[src/rtl/decoder_input_stage_if.sv]
// Valid/ready handshake between the input stage (master) and the 7-bit decoder core (slave).
interface decoder_input_stage_if;
    logic [6:0] code_out;
    logic       code_valid;
    logic       code_ready;

    modport master (
        output code_out,
        output code_valid,
        input  code_ready
    );

    modport slave (
        input  code_out,
        input  code_valid,
        output code_ready
    );
endinterface

[src/rtl/decoder_input_stage.sv]
// Pad-word front end: two-flop synchroniser, debounce, one-shot commit of each new stable
// code and a one-entry output register with a saturating count of overwritten codes.
module decoder_input_stage #(
    parameter int DEBOUNCE = 4,
    parameter int CNT_W    = 8
) (
    input  logic                 clock,
    input  logic                 reset,
    input  logic [6:0]           raw_in,
    decoder_input_stage_if.master dec,
    output logic [6:0]           last_code,
    output logic [CNT_W-1:0]     drop_count
);

    localparam int CNT_BW = (DEBOUNCE > 1) ? $clog2(DEBOUNCE) : 1;
    localparam logic [CNT_BW-1:0] CNT_MAX = CNT_BW'(DEBOUNCE - 1);

    typedef enum logic {
        IDLE = 1'b0,
        HOLD = 1'b1
    } out_state_t;

    logic [6:0]        sync1;
    logic [6:0]        sync2;
    logic [6:0]        cand;
    logic [CNT_BW-1:0] cnt;
    logic              stable;
    logic              commit;

    out_state_t        state;
    out_state_t        state_nxt;
    logic [6:0]        code_q;
    logic [6:0]        code_nxt;
    logic [CNT_W-1:0]  drop_nxt;

    function automatic logic [CNT_W-1:0] sat_inc(input logic [CNT_W-1:0] v);
        return (v == {CNT_W{1'b1}}) ? v : v + CNT_W'(1);
    endfunction

    // Synchroniser and debounce window
    always_ff @(posedge clock) begin
        if (reset) begin
            sync1 <= '0;
            sync2 <= '0;
            cand  <= '0;
            cnt   <= '0;
        end else begin
            sync1 <= raw_in;
            sync2 <= sync1;
            if (sync2 != cand) begin
                cand <= sync2;
                cnt  <= '0;
            end else if (cnt != CNT_MAX) begin
                cnt <= cnt + 1'b1;
            end
        end
    end

    // A word that has held for DEBOUNCE+1 samples commits once, unless it repeats the last code
    assign stable = (cnt == CNT_MAX);
    assign commit = stable && (sync2 == cand) && (cand != last_code);

    // Output register: a commit always wins; an unaccepted code it replaces counts as a drop
    always_comb begin
        state_nxt = state;
        code_nxt  = code_q;
        drop_nxt  = drop_count;
        if (commit) begin
            state_nxt = HOLD;
            code_nxt  = cand;
            if (state == HOLD && !dec.code_ready) begin
                drop_nxt = sat_inc(drop_count);
            end
        end else if (state == HOLD && dec.code_ready) begin
            state_nxt = IDLE;
        end
    end

    always_ff @(posedge clock) begin
        if (reset) begin
            state      <= IDLE;
            code_q     <= '0;
            drop_count <= '0;
            last_code  <= '0;
        end else begin
            state      <= state_nxt;
            code_q     <= code_nxt;
            drop_count <= drop_nxt;
            if (commit) begin
                last_code <= cand;
            end
        end
    end

    assign dec.code_out   = code_q;
    assign dec.code_valid = (state == HOLD);

endmodule
[src/flat_wrapper.sv]
// flat-port wrapper written by rule: the top's interface ports become plain ports
module decoder_input_stage_flat 
#(
    parameter int DEBOUNCE = 4,
    parameter int CNT_W    = 8
)
  (clock, reset, raw_in, last_code, drop_count, dec_code_out, dec_code_valid, dec_code_ready);
  decoder_input_stage_if dec_i ();
  input  logic clock;
  input  logic reset;
  input  logic [6:0] raw_in;
  output logic [6:0] last_code;
  output logic [CNT_W-1:0] drop_count;
  output wire logic [$bits(dec_i.code_out)-1:0] dec_code_out;
  output wire logic [$bits(dec_i.code_valid)-1:0] dec_code_valid;
  input wire logic [$bits(dec_i.code_ready)-1:0] dec_code_ready;
  assign dec_code_out = dec_i.code_out;
  assign dec_code_valid = dec_i.code_valid;
  assign dec_i.code_ready = dec_code_ready;
  decoder_input_stage #(.DEBOUNCE(DEBOUNCE), .CNT_W(CNT_W)) u_core (.clock(clock), .reset(reset), .raw_in(raw_in), .dec(dec_i), .last_code(last_code), .drop_count(drop_count));
endmodule
[config.mk]
export PLATFORM = sky130hd
export DESIGN_NAME = decoder_input_stage_flat
export DESIGN_NICKNAME = d
export VERILOG_FILES = /design/src/rtl/decoder_input_stage_if.sv /design/src/rtl/decoder_input_stage.sv /design/src/flat_wrapper.sv
export SDC_FILE = /design/constraint.sdc
export NUM_CORES = 1
export LEC_CHECK = 0
export CORE_MARGIN = 4
export CORE_UTILIZATION = 45
export DETAILED_ROUTE_END_ITERATION = 7
export PLACE_DENSITY = 0.75
export SYNTH_ARGS = -nofsm -noshare
export SYNTH_HDL_FRONTEND = slang
export SYNTH_SLANG_ARGS = --single-unit
export TNS_END_PERCENT = 30
[constraint.sdc]
create_clock -name clock -period 1.81 [get_ports clock]
set_input_delay 0.362 -clock clock [delete_from_list [all_inputs] [get_ports clock]]
set_output_delay 0.362 -clock clock [all_outputs]
set_load 0.03 [all_outputs]
# Word-level counts from Yosys, hierarchy flattened
# Index checks and enable logic that the tools add are counted.
# W data, S select, Z words.
dict set report op_classes {
  n_addsub 2
  n_mux 2
  n_eq_ne 6
  n_reduce_logical 8
  bitwise_logic 1
}
# operator n
set ops {}
lappend ops {{$ne A7 B7 Y1} 2}
lappend ops {{$add A8 B1 Y8 const B} 1}
lappend ops {{$eq A8 B8 Y1 const B} 1}
lappend ops {{$eq A7 B7 Y1} 1}
lappend ops {{$logic_and A1 B1 Y1} 4}
lappend ops {{$reduce_and A3 Y1} 1}
lappend ops {{$add A2 B1 Y2 const B} 1}
lappend ops {{$eq A2 B2 Y1 const B} 1}
lappend ops {{$mux W1} 2}
lappend ops {{$ne A2 B2 Y1 const B} 1}
lappend ops {{$reduce_bool A2 Y1} 1}
lappend ops {{$reduce_or A2 Y1} 1}
lappend ops {{$logic_not A1 Y1} 1}
lappend ops {{$not A1 Y1} 1}
dict set report word_totals {
  wordCells 26
  inputBits 10
  reg_bits 39
  output_inout_bits 23
}

# Longest topological paths before layout
# Gate-level depths: netlist of run 1.
dict set report logic_depth {
  depth_word 4
  depth_mapped 6
  ltp_nobuf 5
}

# Worst setup path before layout of run 1
# OpenSTA, ideal clock, no wires.
dict set report synth_timing {
  kind {reg-to-reg}
  from {register u_core.last_code[6]}
  to {register u_core.drop_count[7]}
  n_path_buf 1
  t_required_ps 1687
  setup_ps 123
  arrival_time_ps 1828
  synth_period_minus_slack_ps 1952
  slack_ps -142
  path_stages_with_launch 7
  path_cell_list {dfxtp_1 > xnor2_1 > nand4_1 > nor4_1 > clkbuf_1 > nor4_1 > mux2_1}
}
dict set report synth_between {
  elab_chain_cells 3
}
# item line
set synth_lines {}
lappend synth_lines {{from (decl)} decoder_input_stage.sv:11} ;# output logic [6:0] last_code,
lappend synth_lines {{from (signal assigned)} decoder_input_stage.sv:90} ;# last_code <= cand;
lappend synth_lines {{$ne A7 B7 Y1} decoder_input_stage.sv:61} ;# assign commit = stable && (sync2 == cand) && (cand != last_code);
lappend synth_lines {{$logic_and A1 B1 Y1} decoder_input_stage.sv:61}
lappend synth_lines {{$reduce_and A3 Y1 (no line)} --}
lappend synth_lines {{to (signal assigned)} decoder_input_stage.sv:88} ;# drop_count <= drop_nxt;
lappend synth_lines {{to (decl)} decoder_input_stage.sv:12} ;# output logic [CNT_W-1:0] drop_count
# No other way between the ends.
# A chain may end at the register's enable or synchronous reset.

# Worst setup path after layout of run 1
dict set report layout_timing {
  from {register u_core.sync2[1]}
  to {register u_core.drop_count[3]}
}
dict set report layout_between {
  elab_chain_cells 4
}
# item line
set layout_lines {}
lappend layout_lines {{from (decl)} decoder_input_stage.sv:24} ;# logic [6:0] sync2;
lappend layout_lines {{from (signal assigned)} decoder_input_stage.sv:49} ;# sync2 <= sync1;
lappend layout_lines {{$eq A7 B7 Y1} decoder_input_stage.sv:61}
lappend layout_lines {{$logic_and A1 B1 Y1 (2 in a row)} decoder_input_stage.sv:61}
lappend layout_lines {{$reduce_and A3 Y1 (no line)} --}
# No other way between the ends.

==> qor.yml, run 1 <==
floorplan:
  coreArea_um2: 3390
  dieHeight_um: 67.7
  die_w_um: 67.7
  num_rows: 21
  dieArea_um2: 4580
  io_pins: 33
  initial_core_util_pct: 47.3
place:
  post-dp-hpwl_mm: 2.27
  post_dp_cell_area_um2: 2080
  port_buffers: 32
  dp_slack_ns: -0.256
  placed_cells: 240
  gp_congestion: 0.836
yosys:
  synth.cell_area_um2: 1600
  netlist.area_leader.share_pct: 48.7
  synth_seq_cells: 39
  synthCells: 154
  synth_largest_area_cell: "dfxtp_1"
  yosysWarnings: 0
  synth.area.top_cells: "dfxtp_1, nor2b_1, mux2i_1, xor2_1, buf_4"
  synth_nets: 166
  yosysSeqAreaShare_pct: 48.7
  syn_area_per_cell_um2: 10.4
  synth_cell_types: 28
global_routing:
  globalRouteOverflowTotal: 0
  grt_pass1_vias: 1168
  track_usage_pct: 14.9
  grt_pass1_wl_mm: 5.17
  grt_max_degree: 26
  antenna_found_initial: 0
worst_setup_path:
  path_class: "reg -> reg"
  rr_startpoint: "u_core.sync2[1]"
  cp-endpoint: "u_core.drop_count[3]"
  crit_fanout: 6
  cp-start-kind: "flip-flop"
  end_kind: "flip-flop"
  rr_endpoint: "u_core.drop_count[3]"
  arrival_ns: 2.09
  cp.required_ns: 2.07
  reg2reg_depth: 6
  crit_start: "u_core.sync2[1]"
  r2r_slack_ns: -0.02
power_and_ir_drop:
  combPwrFrac_pct: 9.0
  powerDensity_nw_per_um2: 634
  clkPwrFrac_pct: 29.1
  sw_frac_of_total_pct: 23.5
  p_int_mw: 1.10
  p_total_mw: 1.44
  p_leak_nw: 1.19
  ir_drop_mv: 0.440
  power_frac_seq_pct: 61.9
  power.switching_mw: 0.338
cts:
  htreeDepth: 2
  insertion_delay_ns: 0.33
  cts_made_buffers: 5
  clockBufferDepth: 2
  cts.sinks: 39
  clock-root-buffer: "clkbuf_4"
  cts_tree: "yes"
  clk_pin_slew_ns: 0.11
sta:
  hold_ws_ns: 0.446
  rsz0062_at_grt: "true"
  finalHoldViolCount: 0
  fin_ws_ns: -0.0193
  finalSetupTns_ns: -0.0193
  period_share_pct: 101
  clock.fmax_mhz: 547
  setup_viol: 1
  drv_slew: 0
  finClkSkew_ns: 0.0116
  slew_headroom_pct: 78.1
  period_needed_ns: 1.83
  worst_pin_slew_ns: 0.327
drt:
  wl_mm: 3.27
  vias_per_cell: 4.99
  firstDrtPassIters: 4
  wl_per_cell_um: 12.9
  drtAntennaViolNets: 0
  drc: 0
  drt_iter0_markers: 48
  vias: 1267
finish:
  area_growth_pct: 41.5
  final_util_pct: 66.9
  stdcell_count: 254
  multiInputGateArea_um2: 811
  final_layout_size_suffix_gt1_share_pct: 27.4
  design_area_um2: 2270
  fin_nets: 219
  regArea_um2: 791
  fill_cells: 250
  diodes: 0
hold_path:
  hp-class: "reg -> reg"
status:
  status: "finished, violations left"
  violations: "negative setup slack"
run:
  maxCapViolations: 0
[critical path: stages, from the launching register on]
cell     delay, ns
dfxtp_2       0.35
xor2_2        0.19
nor4_4        0.31
nand4_2       0.16
buf_6         0.16
or4_4         0.42
a21oi_2       0.17
[routing by layer]
metal	part of all wire (%)	GRT usage (%)	up-vias
li1	-	-	636
met1	43	17.5	586
met4	1.0	5.57	0
met5	0	0	-
met2	50	26.1	40
met3	5.5	3.33	5
[cell usage in the layout (no fill, tap or decap), types with 2 or more instances in the layout]
master,n
a21oi_1,3
a21oi_2,2
buf_4,24
buf_6,2
clkbuf_4,5
clkdlybuf4s50_1,11
dfxtp_1,33
dfxtp_2,5
dlygate4sd2_1,9
dlymetal6s2s_1,11
mux2i_1,9
nand2b_1,2
nand4_1,5
nand4_2,2
nor2_1,13
nor2b_1,23
nor4_2,2
o31ai_1,4
or4_1,4
xnor2_1,5
xor2_1,9
[repair_timing]
| action | 4_1_cts | 5_1_grt |
|---|---|---|
| resized for setup | 18 | 26 |
| buffers inserted | 3 | 2 |
| hold buffers | 0 | 0 |
| endpoints found under the setup margin | 17 | 23 |
| pin swaps | 13 | 4 |
| gates cloned | 1 | 0 |
[worst min-delay path by stage]
stage | startpoint | to | slack, ns | cells past startpoint
final | u_core.sync1[0] | u_core.sync2[0] | 0.45 | 1
after global routing | u_core.sync1[0] | u_core.sync2[0] | 0.47 | 1
after CTS | u_core.sync1[0] | u_core.sync2[0] | 0.45 | 1
after detailed placement | u_core.sync1[0] | u_core.sync2[0] | 0.43 | 1
after global placement | u_core.sync1[4] | u_core.sync2[4] | 0.42 | 1
after floorplan | u_core.sync1[0] | u_core.sync2[0] | 0.41 | 1
[layout make-up]
class / instances / area share (%)
Clock buffer: 6 / 1.82
Sequential cell: 39 / 34.9
Multi-Input combinational cell: 102 / 35.8
Clock inverter: 2 / 0.552
Tap cell: 46 / 2.54
Timing Repair Buffer: 59 / 24.4
[cell usage after synthesis]
cell type  instances
and3_1             1
mux2i_1            9
nor4_1             2
nand4_1            5
mux2_1             2
buf_6              1
nor4_4             1
nand2_1            1
nand3_1            1
dfxtp_1           39
xnor2_1            5
or4_1              5
nor2_1            13
nor2b_1           23
ha_1               2
nand2b_1           3
a41o_1             1
nand4b_1           1
xor2_1            10
o31ai_1            5
nand4_2            2
and4_1             1
o21a_1             1
clkbuf_1           5
a41oi_1            1
a21oi_1            5
buf_4              7
nor3_1             2
[state kept, by name, summed over array words and instances, names as in the netlist]
signal                 count
u_core.cnt                 2
u_core.drop_count          8
u_core.dec.code_valid      1
u_core.sync2               7
u_core.sync1               7
u_core.last_code           7
u_core.cand                7
[cell families after synthesis]
| family | Yosys count | synth area share [%] |
|---|---|---|
| AND/OR/NAND/NOR | 61 | 23.8 |
| flip-flops | 39 | 48.7 |
| XOR/XNOR | 15 | 8.20 |
| AO/OA/AOI/OAI | 13 | 5.54 |
| buffers and inverters | 13 | 5.15 |
| multiplexers | 11 | 7.03 |
| adder cells (fa/ha/maj) | 2 | 1.56 |
[power groups by stage]
stage	Clock, mW	Combinational, mW	Sequential, mW
after detailed placement	0	0.121	0.910
after global routing	0.468	0.141	0.893
after global placement	0	0.116	0.909
after floorplan	0	0.0680	0.908
after CTS	0.429	0.128	0.891
final	0.418	0.130	0.890
Power figures use the tool's default switching activity.
==> run 2, diff against run 1 <==
--- a/config.mk
+++ b/config.mk
@@ -6,9 +6,9 @@
 export NUM_CORES = 1
 export LEC_CHECK = 0
 export CORE_MARGIN = 4
-export CORE_UTILIZATION = 45
+export CORE_UTILIZATION = 32
 export DETAILED_ROUTE_END_ITERATION = 7
-export PLACE_DENSITY = 0.75
+export PLACE_DENSITY = 0.57
 export SYNTH_ARGS = -nofsm -noshare
 export SYNTH_HDL_FRONTEND = slang
 export SYNTH_SLANG_ARGS = --single-unit
==> run 2 against run 1 <==
Net effect:
- the flow still finishes with violations (negative setup slack)
- final cell count up 6.7%
- utilization down 18 points
- register-to-register slack about the same
- non-clock buffer count down 5
- largest power group unchanged
==> qor.yml, run 2 (synthesis gave the netlist of run 1 again) <==
drt:
  drtAntennaViolNets: 0
  wl_per_cell_um: 13.0
  vias_per_cell: 4.73
  firstDrtPassIters: 4
  wl_mm: 3.53
  drc: 0
  vias: 1283
  drt_iter0_markers: 100
floorplan:
  coreArea_um2: 4790
  dieArea_um2: 6200
  dieHeight_um: 78.8
  initial_core_util_pct: 33.5
  die_w_um: 78.8
  io_pins: 33
  num_rows: 25
worst_setup_path:
  crit_fanout: 5
  end_kind: "flip-flop"
  cp-start-kind: "flip-flop"
  cp.required_ns: 2.03
  path_class: "reg -> reg"
  arrival_ns: 2.05
finish:
  final_common_cell: "dfxtp_1"
  largest_reg_flops: 8
  final_layout_size_suffix_gt1_share_pct: 27.0
  fin_nets: 215
  diodes: 0
  area_growth_pct: 45.4
  largest-register: "u_core.drop_count"
  final_cell_mix: "dfxtp_1, clkdlybuf4s50_1, nor2b_1"
cts:
  htreeDepth: 2
  hold_buffers: 0
  insertion_delay_ns: 0.29
  cts_made_buffers: 5
  cts.sinks: 39
  clk_pin_slew_ns: 0.08
  clockBufferDepth: 2
  clock-root-buffer: "clkbuf_8"
  cts_tree: "yes"
status:
  status: "finished, violations left"
  violations: "negative setup slack"
sta:
  setup_viol: 5
  fin_ws_ns: -0.0222
  rsz0062_at_grt: "true"
  drv_slew: 0
  finClkSkew_ns: 0.00867
  clock.fmax_mhz: 546
  period_share_pct: 101
  period_needed_ns: 1.83
  slew_headroom_pct: 75.7
  worst_pin_slew_ns: 0.362
  finalHoldViolCount: 0
  hold_ws_ns: 0.437
power_and_ir_drop:
  p_leak_nw: 1.01
  powerDensity_nw_per_um2: 709
  ir_drop_mv: 0.386
  p_total_mw: 1.65
hold_path:
  hp-class: "reg -> reg"
place:
  port_buffers: 32
  post-dp-hpwl_mm: 2.41
  gp_congestion: 0.741
global_routing:
  grt_pass1_wl_mm: 5.89
  grt_max_degree: 32
  track_usage_pct: 11.8
  globalRouteOverflowTotal: 0
  grt_pass1_vias: 1284
  antenna_found_initial: 0
run:
  maxCapViolations: 0
-- run 2: cell types whose count changed in the layout (fill, tap and decap cells not counted), sizes merged --
| cell | before | now |
|---|---|---|
| clkdlybuf4s50 | 11 | 27 |
| dlygate4sd2 | 9 | 1 |
| dlymetal6s2s | 11 | 4 |
| buf | 28 | 22 |
| clkbuf | 6 | 8 |
| clkinv | 1 | 0 |
| clkinvlp | 1 | 0 |
| nand4 | 7 | 8 |
-- run 2: power breakdown --
group	switching [mW]	internal (mW)	total, mW
registers	0.0116	0.879	0.891
logic	0.0671	0.0683	0.135
clock network	0.278	0.347	0.625
-- run 2: worst max-delay path, stage by stage (launching register included) --
cell	delay [ns]
dfxtp_2	0.33
xor2_1	0.18
nor4_4	0.26
buf_4	0.17
nand4_4	0.14
or4_4	0.56
a21oi_2	0.13
-- run 2: layout make-up --
cell class                      instances  area (um2)
Multi-Input combinational cell        103         853
Sequential cell                        39         783
Timing Repair Buffer                   54         510
Tap cell                               67        83.8
Clock buffer                            8         100
Fill cell                             446        2450
-- run 2: worst paths after layout --
| path | start | to | slack (ns) | depth (start not counted) |
|---|---|---|---|---|
| min reg2reg | u_core.sync1[2] | u_core.sync2[2] | 0.44 | 1 |
| max reg2reg | u_core.cand[2] | u_core.drop_count[0] | -0.02 | 6 |
| min | u_core.sync1[2] | u_core.sync2[2] | 0.44 | 1 |
| max | u_core.cand[2] | u_core.drop_count[0] | -0.02 | 6 |
-- run 2: per-layer routing --
layer | vias up | track usage (%) | share of wire (%)
met2 | 27 | 20.4 | 52
met3 | 4 | 2.83 | 4.4
met4 | 0 | 5.24 | 0.76
li1 | 624 | - | -
met5 | - | 0 | 0
met1 | 628 | 13.8 | 43
-- run 2: through the flow --
stage / cells / setup WS (ns) / area, um2 / util [%] / setup TNS, ns
after floorplan: 154 / -0.0233 / 1620 / - / -0.0628
after global placement: 260 / -0.167 / 2100 / 43.9 / -0.950
after detailed placement: 260 / -0.239 / 2100 / 43.9 / -1.25
after CTS: 271 / -0.00649 / 2250 / 47.0 / -0.00649
after global routing: 271 / -0.127 / 2330 / 48.7 / -0.707
final: 271 / -0.0222 / 2330 / 48.7 / -0.0610
-- run 2: what timing repair did --
| action | CTS | global route |
|---|---|---|
| cloned | 1 | 0 |
| buffers inserted | 2 | 0 |
| pin swaps | 2 | 4 |
| endpoints found under the setup margin | 7 | 16 |
| resized for setup | 5 | 23 |
